[config.mk]
export PLATFORM = sky130hd
export DESIGN_NAME = complex_div_unit_controller
export DESIGN_NICKNAME = d
export VERILOG_FILES = /design/src/rtl/complex_div_unit_controller.sv
export SDC_FILE = /design/constraint.sdc
export NUM_CORES = 1
export LEC_CHECK = 0
export ABC_AREA = 1
export CORE_AREA = 10 10 47 49
export DETAILED_ROUTE_END_ITERATION = 12
export DIE_AREA = 0 0 57 59
export DONT_BUFFER_PORTS = 1
export GPL_TIMING_DRIVEN = 0
export MAX_ROUTING_LAYER = met4
export PLACE_DENSITY = 0.59
export SYNTH_ARGS = -nofsm -noshare
export SYNTH_HDL_FRONTEND = slang
export SYNTH_SLANG_ARGS = --single-unit
[constraint.sdc]
create_clock -name clk -period 1.6 [get_ports clk]
set_clock_uncertainty 0.2 [all_clocks]
set_input_delay 0.24 -clock clk [delete_from_list [all_inputs] [get_ports clk]]
set_output_delay 0.24 -clock clk [all_outputs]
set_load 0.03 [all_outputs]
[src/rtl/complex_div_unit_controller.sv]
// Divider-ownership controller: one FREE/RESERVED/BUSY/DONE machine plus latency counter per complex lane.
// Optional macro RSD_DIV_CTRL_PROTOCOL_CHECK_EN builds the sticky protocol-violation checker.
module complex_div_unit_controller #(
   parameter int ISSUE_WIDTH = 1,
   parameter int DIV_LATENCY = 34,
   parameter int CNT_W       = $clog2(DIV_LATENCY + 1)
) (
   input  logic                   clk,
   input  logic                   rst,
   input  logic [ISSUE_WIDTH-1:0] div_acquire,
   input  logic [ISSUE_WIDTH-1:0] div_reset_from_ci,
   input  logic [ISSUE_WIDTH-1:0] div_start,
   input  logic [ISSUE_WIDTH-1:0] div_flush,
   input  logic [ISSUE_WIDTH-1:0] div_release,
   output logic [ISSUE_WIDTH-1:0] div_free,
   output logic [ISSUE_WIDTH-1:0] div_busy,
   output logic [ISSUE_WIDTH-1:0] div_finished,
   output logic                   div_protocol_error
);

   typedef enum logic [1:0] {
      s_free     = 2'd0,
      s_reserved = 2'd1,
      s_busy     = 2'd2,
      s_done     = 2'd3
   } div_state_e;

   localparam logic [CNT_W-1:0] CNT_INIT = CNT_W'(DIV_LATENCY - 1);

   div_state_e       state_q [ISSUE_WIDTH];
   div_state_e       state_d [ISSUE_WIDTH];
   logic [CNT_W-1:0] cnt_q   [ISSUE_WIDTH];
   logic [CNT_W-1:0] cnt_d   [ISSUE_WIDTH];

   always_ff @(posedge clk) begin
      if (rst) begin
         for (int unsigned i = 0; i < ISSUE_WIDTH; i++) begin
            state_q[i] <= s_free;
            cnt_q[i]   <= '0;
         end
      end else begin
         for (int unsigned i = 0; i < ISSUE_WIDTH; i++) begin
            state_q[i] <= state_d[i];
            cnt_q[i]   <= cnt_d[i];
         end
      end
   end

   // Cancel from the issue stage and post-issue flush both kill the lane from any state.
   always_comb begin
      for (int unsigned i = 0; i < ISSUE_WIDTH; i++) begin
         state_d[i] = state_q[i];
         cnt_d[i]   = cnt_q[i];
         if (div_flush[i] || div_reset_from_ci[i]) begin
            state_d[i] = s_free;
            cnt_d[i]   = '0;
         end else begin
            case (state_q[i])
               s_free: begin
                  if (div_acquire[i]) state_d[i] = s_reserved;
               end
               s_reserved: begin
                  if (div_start[i]) begin
                     state_d[i] = s_busy;
                     cnt_d[i]   = CNT_INIT;
                  end
               end
               s_busy: begin
                  if (cnt_q[i] == '0) state_d[i] = s_done;
                  else                cnt_d[i]   = cnt_q[i] - 1'b1;
               end
               s_done: begin
                  if (div_release[i]) state_d[i] = s_free;
               end
               default: begin
                  state_d[i] = s_free;
                  cnt_d[i]   = '0;
               end
            endcase
         end
      end
   end

   always_comb begin
      div_free     = '0;
      div_busy     = '0;
      div_finished = '0;
      for (int unsigned i = 0; i < ISSUE_WIDTH; i++) begin
         div_free[i]     = (state_q[i] == s_free);
         div_busy[i]     = (state_q[i] == s_busy);
         div_finished[i] = (state_q[i] == s_done);
      end
   end

`ifdef RSD_DIV_CTRL_PROTOCOL_CHECK_EN
   logic [ISSUE_WIDTH-1:0] viol;
   logic                   err_q;

   always_comb begin
      viol = '0;
      for (int unsigned i = 0; i < ISSUE_WIDTH; i++) begin
         viol[i] = (div_acquire[i] && (state_q[i] != s_free))
                || (div_start[i]   && (state_q[i] != s_reserved))
                || (div_release[i] && (state_q[i] != s_done))
                || (div_acquire[i] && div_reset_from_ci[i]);
      end
   end

   always_ff @(posedge clk) begin
      if (rst) begin
         err_q <= 1'b0;
      end else begin
         if (|viol) err_q <= 1'b1;
         for (int unsigned i = 0; i < ISSUE_WIDTH; i++) begin
            if (viol[i]) $error("div lane %0d protocol violation in state %s", i, state_q[i].name());
         end
      end
   end

   assign div_protocol_error = err_q;
`else
   assign div_protocol_error = 1'b0;
`endif

endmodule

==> flow_summary.yaml, run 1 <==
worst_setup_path:
  startpoint: "cnt_q[0][0]"
  critPathTopFamily: "simple AND/OR/NAND/NOR gates"
  cpMostUsedCell: "nand2_1"
  endpoint_kind: "flop"
  cp-start-kind: "flop"
  critPathRequiredTime_ns: 1.60
  cpPeakStageDelay_ns: 0.37
  crit_chain: "inv_1, ha_1, nand4_2, nand3_2, nand2_1, nand2_1, nor2_1"
  reg2reg_slack_ns: 0.03
  timing.critical_path.buf_inv: 1
  cp.arrival_ns: 1.57
  cp_slowest_cell: "dfxtp_1"
  reg2reg_from: "cnt_q[0][0]"
  cp_max_fo: 8
  crit_type: "reg2reg"
clocking:
  clock_path_buffers: 2
  htreeDepth: 1
  clkSinkCount: 8
  numCtsBuffers: 3
  cts_tree: "yes"
  cts_root_buf: "clkbuf_4"
  path_clk_slew_ns: 0.06
  clock_latency_ns: 0.26
yosys:
  seq_area_frac_synth_pct: 26.4
  synth_top_family_by_area: "simple AND/OR/NAND/NOR gates"
  synth_edf_count: 0
  async_reset_ff_share_pct: 0
  synth-simple-area-share_pct: 42.4
  synthCells: 92
  syn_area_um2: 606
  synth_mux_area_share_pct: 0
  synth_xor_area_share_pct: 0
  yosysUniqueCellTypes: 20
  synth-compound-area-share_pct: 6.20
  ys_ff_latch: 8
  yosys_most_used_dff: "dfxtp_1"
  synth_fa_ha_area_share_pct: 14.5
  synth_nets: 106
  yosys_warnings: 0
  avgSynthCellArea_um2: 6.58
timing:
  setup_tns_ns: 0
  slew_viol_final: 0
  finalSetupViolCount: 0
  rsz0062_at_grt: "true"
  fin_ws_ns: 0.0258
  timing.hold.ws_ns: 0.133
  hold_viol_final: 0
  min_period_over_period_pct: 98.4
  clock.fmax_mhz: 635
  min_period_ns: 1.57
global_routing:
  grt_usage_pct: 8.72
  grt_pass1_vias: 522
  grt-ovfl-total: 0
  grt_pass1_wl_mm: 2.26
  antenna_found_initial: 0
  use_met2_pct: 14.9
  globalRouteMet1Util_pct: 8.34
  grt_max_degree: 9
  gr-max-usage-layer: "met2"
  met3_usage_pct: 2.58
placed_design:
  place_ws_ns: -0.166
  place_congestion: 0.742
  io_buffers: 0
  hpwl_um: 971
route:
  firstDrtPassIters: 4
  via_count: 593
  dr.first_iter.drc_count: 5
  drt-wirelength-per-cell_um: 11.3
  vias_per_cell: 5.03
  remaining_drc_errors: 0
  ant_nets: 0
  routed_wl_mm: 1.33
layout:
  final_util_pct: 53.3
  final_common_cell: "nand2_1"
  fin_nets: 118
  drive_gt1_share_pct: 23.5
  n_antenna_cell: 0
  mostFrequentLayoutCells: "22 x nand2_1, 16 x nor2_1, 11 x inv_1"
  syn2layout_area_growth_pct: 23.3
  num-fill-cells: 142
power:
  max-vdd-ir-drop_mv: 0.351
  power_density_nw_per_um2: 601
  p_leak_nw: 0.335
  power.total_w: 0.000449
status:
  outcome: "complete, no violations"
die:
  die_w_um: 57
  start_util_pct: 43.2
  io_pins: 11
  core_area_um2: 1400
  die-area_um2: 3360
  fp-row-count: 14
  fp.dieH_um: 59
worst_hold_path:
  hp-class: "in2reg"
  min_from: "div_acquire"
run:
  drv_cap: 0
-- repair_timing --
item	CTS	global route
buffers inserted	1	3
pin swaps	2	4
resized for setup	5	8
hold buffers	3	0
hold endpoints to repair	5	0
setup endpoints to repair	8	7
-- worst register-to-register path, cell delays in order, from the launching register on --
cell and delay, ns:
dfxtp_1 0.37, inv_1 0.11, ha_1 0.24, nand4_2 0.15
nand3_2 0.18, nand2_1 0.10, nand2_1 0.05, nor2_1 0.11
-- cell type report --
class                   count  area [um2]  share of cell area, %
plain buffers               1        7.51                   1.01
clock buffers               3        22.5                   3.02
inverters                  14        57.6                   7.71
multi-input cells          69         412                   55.1
flip-flops and latches      8         168                   22.4
well taps                  16        20.0                   2.68
repair buffers              7        60.1                   8.04
-- sequential cells by signal, summed over array words and instances (netlist names) --
register / count
state_q: 2
cnt_q: 6
-- through the flow --
step	cells	area (um2)
2_1_floorplan	92	608
3_3_place_gp	108	628
3_5_place_dp	108	628
4_1_cts	115	704
5_1_grt	118	747
6_report	118	747
-- final timing paths --
path | endpoint | cells after the start
worst max-delay path | cnt_q[0][5] | 7
worst min-delay path | state_q[0][0] | 5
worst max register to register | cnt_q[0][5] | 7
worst min register to register | cnt_q[0][2] | 2
-- power by group --
group | switching (W) | internal, W
Sequential | 0.00000368 | 0.000200
Combinational | 0.0000484 | 0.0000344
Clock | 0.0000761 | 0.0000863
Total | 0.000128 | 0.000321
-- per-layer routing --
metal | vias to the layer above | share of wire (%) | routed length (um)
met2 | 13 | 52 | 688
met3 | 5 | 3.2 | 43
li1 | 310 | - | -
met1 | 265 | 42 | 565
met4 | 0 | 2.5 | 33
met5 | - | 0 | 0
-- kinds of logic after synthesis --
logic type | count (synthesis)
adder cells (fa/ha/maj) | 7
buffers and inverters | 15
other | 1
AND/OR/NAND/NOR | 54
AO/OA/AOI/OAI | 7
flip-flops | 8
-- synth_stat cells, types with 2 or more instances --
| library cell | number | area, um2 |
|---|---|---|
| ha_1 | 7 | 87.6 |
| nor2_1 | 16 | 60.1 |
| o21ai_0 | 3 | 15.0 |
| dfxtp_1 | 8 | 160 |
| nor3_2 | 2 | 20.0 |
| a21oi_1 | 3 | 15.0 |
| nand3_1 | 4 | 20.0 |
| inv_1 | 13 | 48.8 |
| nand4_1 | 3 | 18.8 |
| nand2_1 | 23 | 86.3 |
No activity file was read; power rests on OpenSTA's default activity.
==> run 2, diff against run 1 <==
--- a/config.mk
+++ b/config.mk
@@ -6,6 +6,7 @@
 export NUM_CORES = 1
 export LEC_CHECK = 0
 export ABC_AREA = 1
+export CAP_MARGIN = 20
 export CORE_AREA = 10 10 47 49
 export DETAILED_ROUTE_END_ITERATION = 12
 export DIE_AREA = 0 0 57 59
@@ -13,6 +14,7 @@
 export GPL_TIMING_DRIVEN = 0
 export MAX_ROUTING_LAYER = met4
 export PLACE_DENSITY = 0.59
+export SLEW_MARGIN = 0
 export SYNTH_ARGS = -nofsm -noshare
 export SYNTH_HDL_FRONTEND = slang
 export SYNTH_SLANG_ARGS = --single-unit
==> results of run 2 <==
The final DEF is identical to that of run 1; final timing and power are the same.
==> run 3, diff against run 2 <==
--- a/config.mk
+++ b/config.mk
@@ -13,7 +13,7 @@
 export DONT_BUFFER_PORTS = 1
 export GPL_TIMING_DRIVEN = 0
 export MAX_ROUTING_LAYER = met4
-export PLACE_DENSITY = 0.59
+export PLACE_DENSITY_LB_ADDON = 0.1
 export SLEW_MARGIN = 0
 export SYNTH_ARGS = -nofsm -noshare
 export SYNTH_HDL_FRONTEND = slang
==> flow_summary.yaml, run 3 (synthesis results as in run 1) <==
worst_setup_path:
  cp_slowest_cell: "dfxtp_2"
  endpoint_kind: "flop"
  critPathRequiredTime_ns: 1.58
  crit_type: "reg2reg"
  cp.arrival_ns: 1.53
  crit_chain: "inv_4, ha_4, inv_4, nand2_4, nor3_2, nor2_2, nand2_2, nand2_1, nand2_1, nor2_1"
  cp_max_fo: 8
  cp-start-kind: "flop"
  critPathTopFamily: "simple AND/OR/NAND/NOR gates"
  timing.critical_path.buf_inv: 2
  cpPeakStageDelay_ns: 0.34
timing:
  hold_viol_final: 0
  fin_ws_ns: 0.0500
  rsz0062_at_grt: "true"
  finalSetupViolCount: 0
  slew_viol_final: 0
  min_period_ns: 1.55
  clock.fmax_mhz: 645
  min_period_over_period_pct: 96.9
route:
  via_count: 566
  dr.first_iter.drc_count: 11
  wl_met1_um: 569
  ant_nets: 0
  wl_met2_um: 593
  vias_per_cell: 4.88
  drt-wirelength-per-cell_um: 10.6
  firstDrtPassIters: 4
  highest_layer: "met4"
  remaining_drc_errors: 0
  wl_met3_um: 53
  routed_wl_mm: 1.23
global_routing:
  antenna_found_initial: 0
  grt_usage_pct: 8.30
  grt-ovfl-total: 0
  grt_pass1_wl_mm: 2.24
  grt_max_degree: 9
  grt_pass1_vias: 544
clocking:
  htreeDepth: 1
  path_clk_slew_ns: 0.06
  cts_root_buf: "clkbuf_4"
  clkSinkCount: 8
  clock_latency_ns: 0.26
  clock_path_buffers: 2
  numCtsBuffers: 3
  cts_tree: "yes"
placed_design:
  io_buffers: 0
  placed_area_um2: 628
  hpwl_um: 998
  place_congestion: 0.795
  place_ws_ns: -0.167
layout:
  final_common_cell: "nand2_1"
  reg_top3: "cnt_q: 6 flops, state_q: 2 flops"
  num-fill-cells: 156
  syn2layout_area_growth_pct: 20.9
  multiInputGateArea_um2: 417
  mostFrequentLayoutCells: "22 x nand2_1, 16 x nor2_1, 11 x inv_1"
  top_register: "cnt_q"
  regArea_um2: 163
  largest_reg_flops: 6
  n_antenna_cell: 0
  finalInstanceArea_um2: 732
  fin_nets: 116
  drive_gt1_share_pct: 21.0
run:
  drv_cap: 0
power:
  p_comb_share_pct: 17.9
  p_switching_w: 0.000125
  internal_power_w: 0.000322
  p_leak_nw: 0.329
  clkPwrFrac_pct: 35.9
  max-vdd-ir-drop_mv: 0.420
  pwr-share-seq_pct: 46.2
  power.total_w: 0.000447
  power_density_nw_per_um2: 610
  switching_share_pct: 28.0
die:
  start_util_pct: 43.2
  fp-row-count: 14
  die-area_um2: 3360
  core_area_um2: 1400
  fp.dieH_um: 59
  io_pins: 11
  die_w_um: 57
worst_hold_path:
  hp-class: "in2reg"
status:
  outcome: "complete, no violations"
[run 3: cell count changes in the layout (fill, tap and decap cells not counted)]
| cell | change |
|---|---|
| dfxtp_4 | -2 |
| ha_2 | -1 |
| nand3_4 | +1 |
| dfxtp_2 | +2 |
| nand3_2 | -1 |
| ha_1 | +1 |
| buf_4 | -2 |
[run 3: per-layer routing]
layer	vias to the layer above	track usage, %
met1	242	9.03
li1	308	-
met5	-	-
met2	12	13.6
met3	4	3.00
met4	0	3.02
[run 3: path summary, 6_finish.rpt]
check,start,slack [ns],depth (start not counted),endpoint
hold / removal,div_acquire,0.11,5,state_q[0][0]
setup / recovery,state_q[0][0],0.05,10,state_q[0][1]
hold reg to reg,state_q[0][0],0.31,2,state_q[0][0]
setup reg to reg,state_q[0][0],0.05,10,state_q[0][1]
[run 3: worst min-delay path, delay by kind of cell]
family          cells  cell delay [ns]
compound gates      1             0.03
simple gates        4             0.25
[run 3: power by group through the flow]
stage          Combinational [W]  Sequential, W  Clock (W)
3_3_place_gp           0.0000646       0.000209          0
3_5_place_dp           0.0000650       0.000210          0
2_1_floorplan          0.0000562       0.000209          0
6_report               0.0000797       0.000206   0.000160
4_1_cts                0.0000742       0.000206   0.000167
5_1_grt                0.0000928       0.000207   0.000174
[run 3: timing repair]
| action | 4_1_cts | 5_1_grt |
|---|---|---|
| hold buffers | 3 | 0 |
| pin swaps | 2 | 4 |
| resized for setup | 5 | 6 |
| endpoints found under the setup margin | 7 | 7 |
| setup buffers | 1 | 1 |
| hold endpoints to repair | 5 | 0 |
[run 3: final cells by class]
type	instances	share of cell area (%)
multi-input cells	69	56.9
flip-flops and latches	8	22.2
inverters	14	7.86
repair buffers	5	6.15
clock buffers	3	3.08
well taps	16	2.74
plain buffers	1	1.03
[run 3: per-stage QoR]
stage | cells | hold slack [ns] | setup TNS [ns] | util, %
detailed placement | 108 | 0.257 | -0.899 | 44.8
floorplan | 92 | 0.219 | 0 | -
global placement | 108 | 0.252 | -0.736 | 44.8
finish | 116 | 0.105 | 0 | 52.2
global route | 116 | 0.164 | -0.233 | 52.2
CTS | 115 | 0.0911 | 0 | 50.3
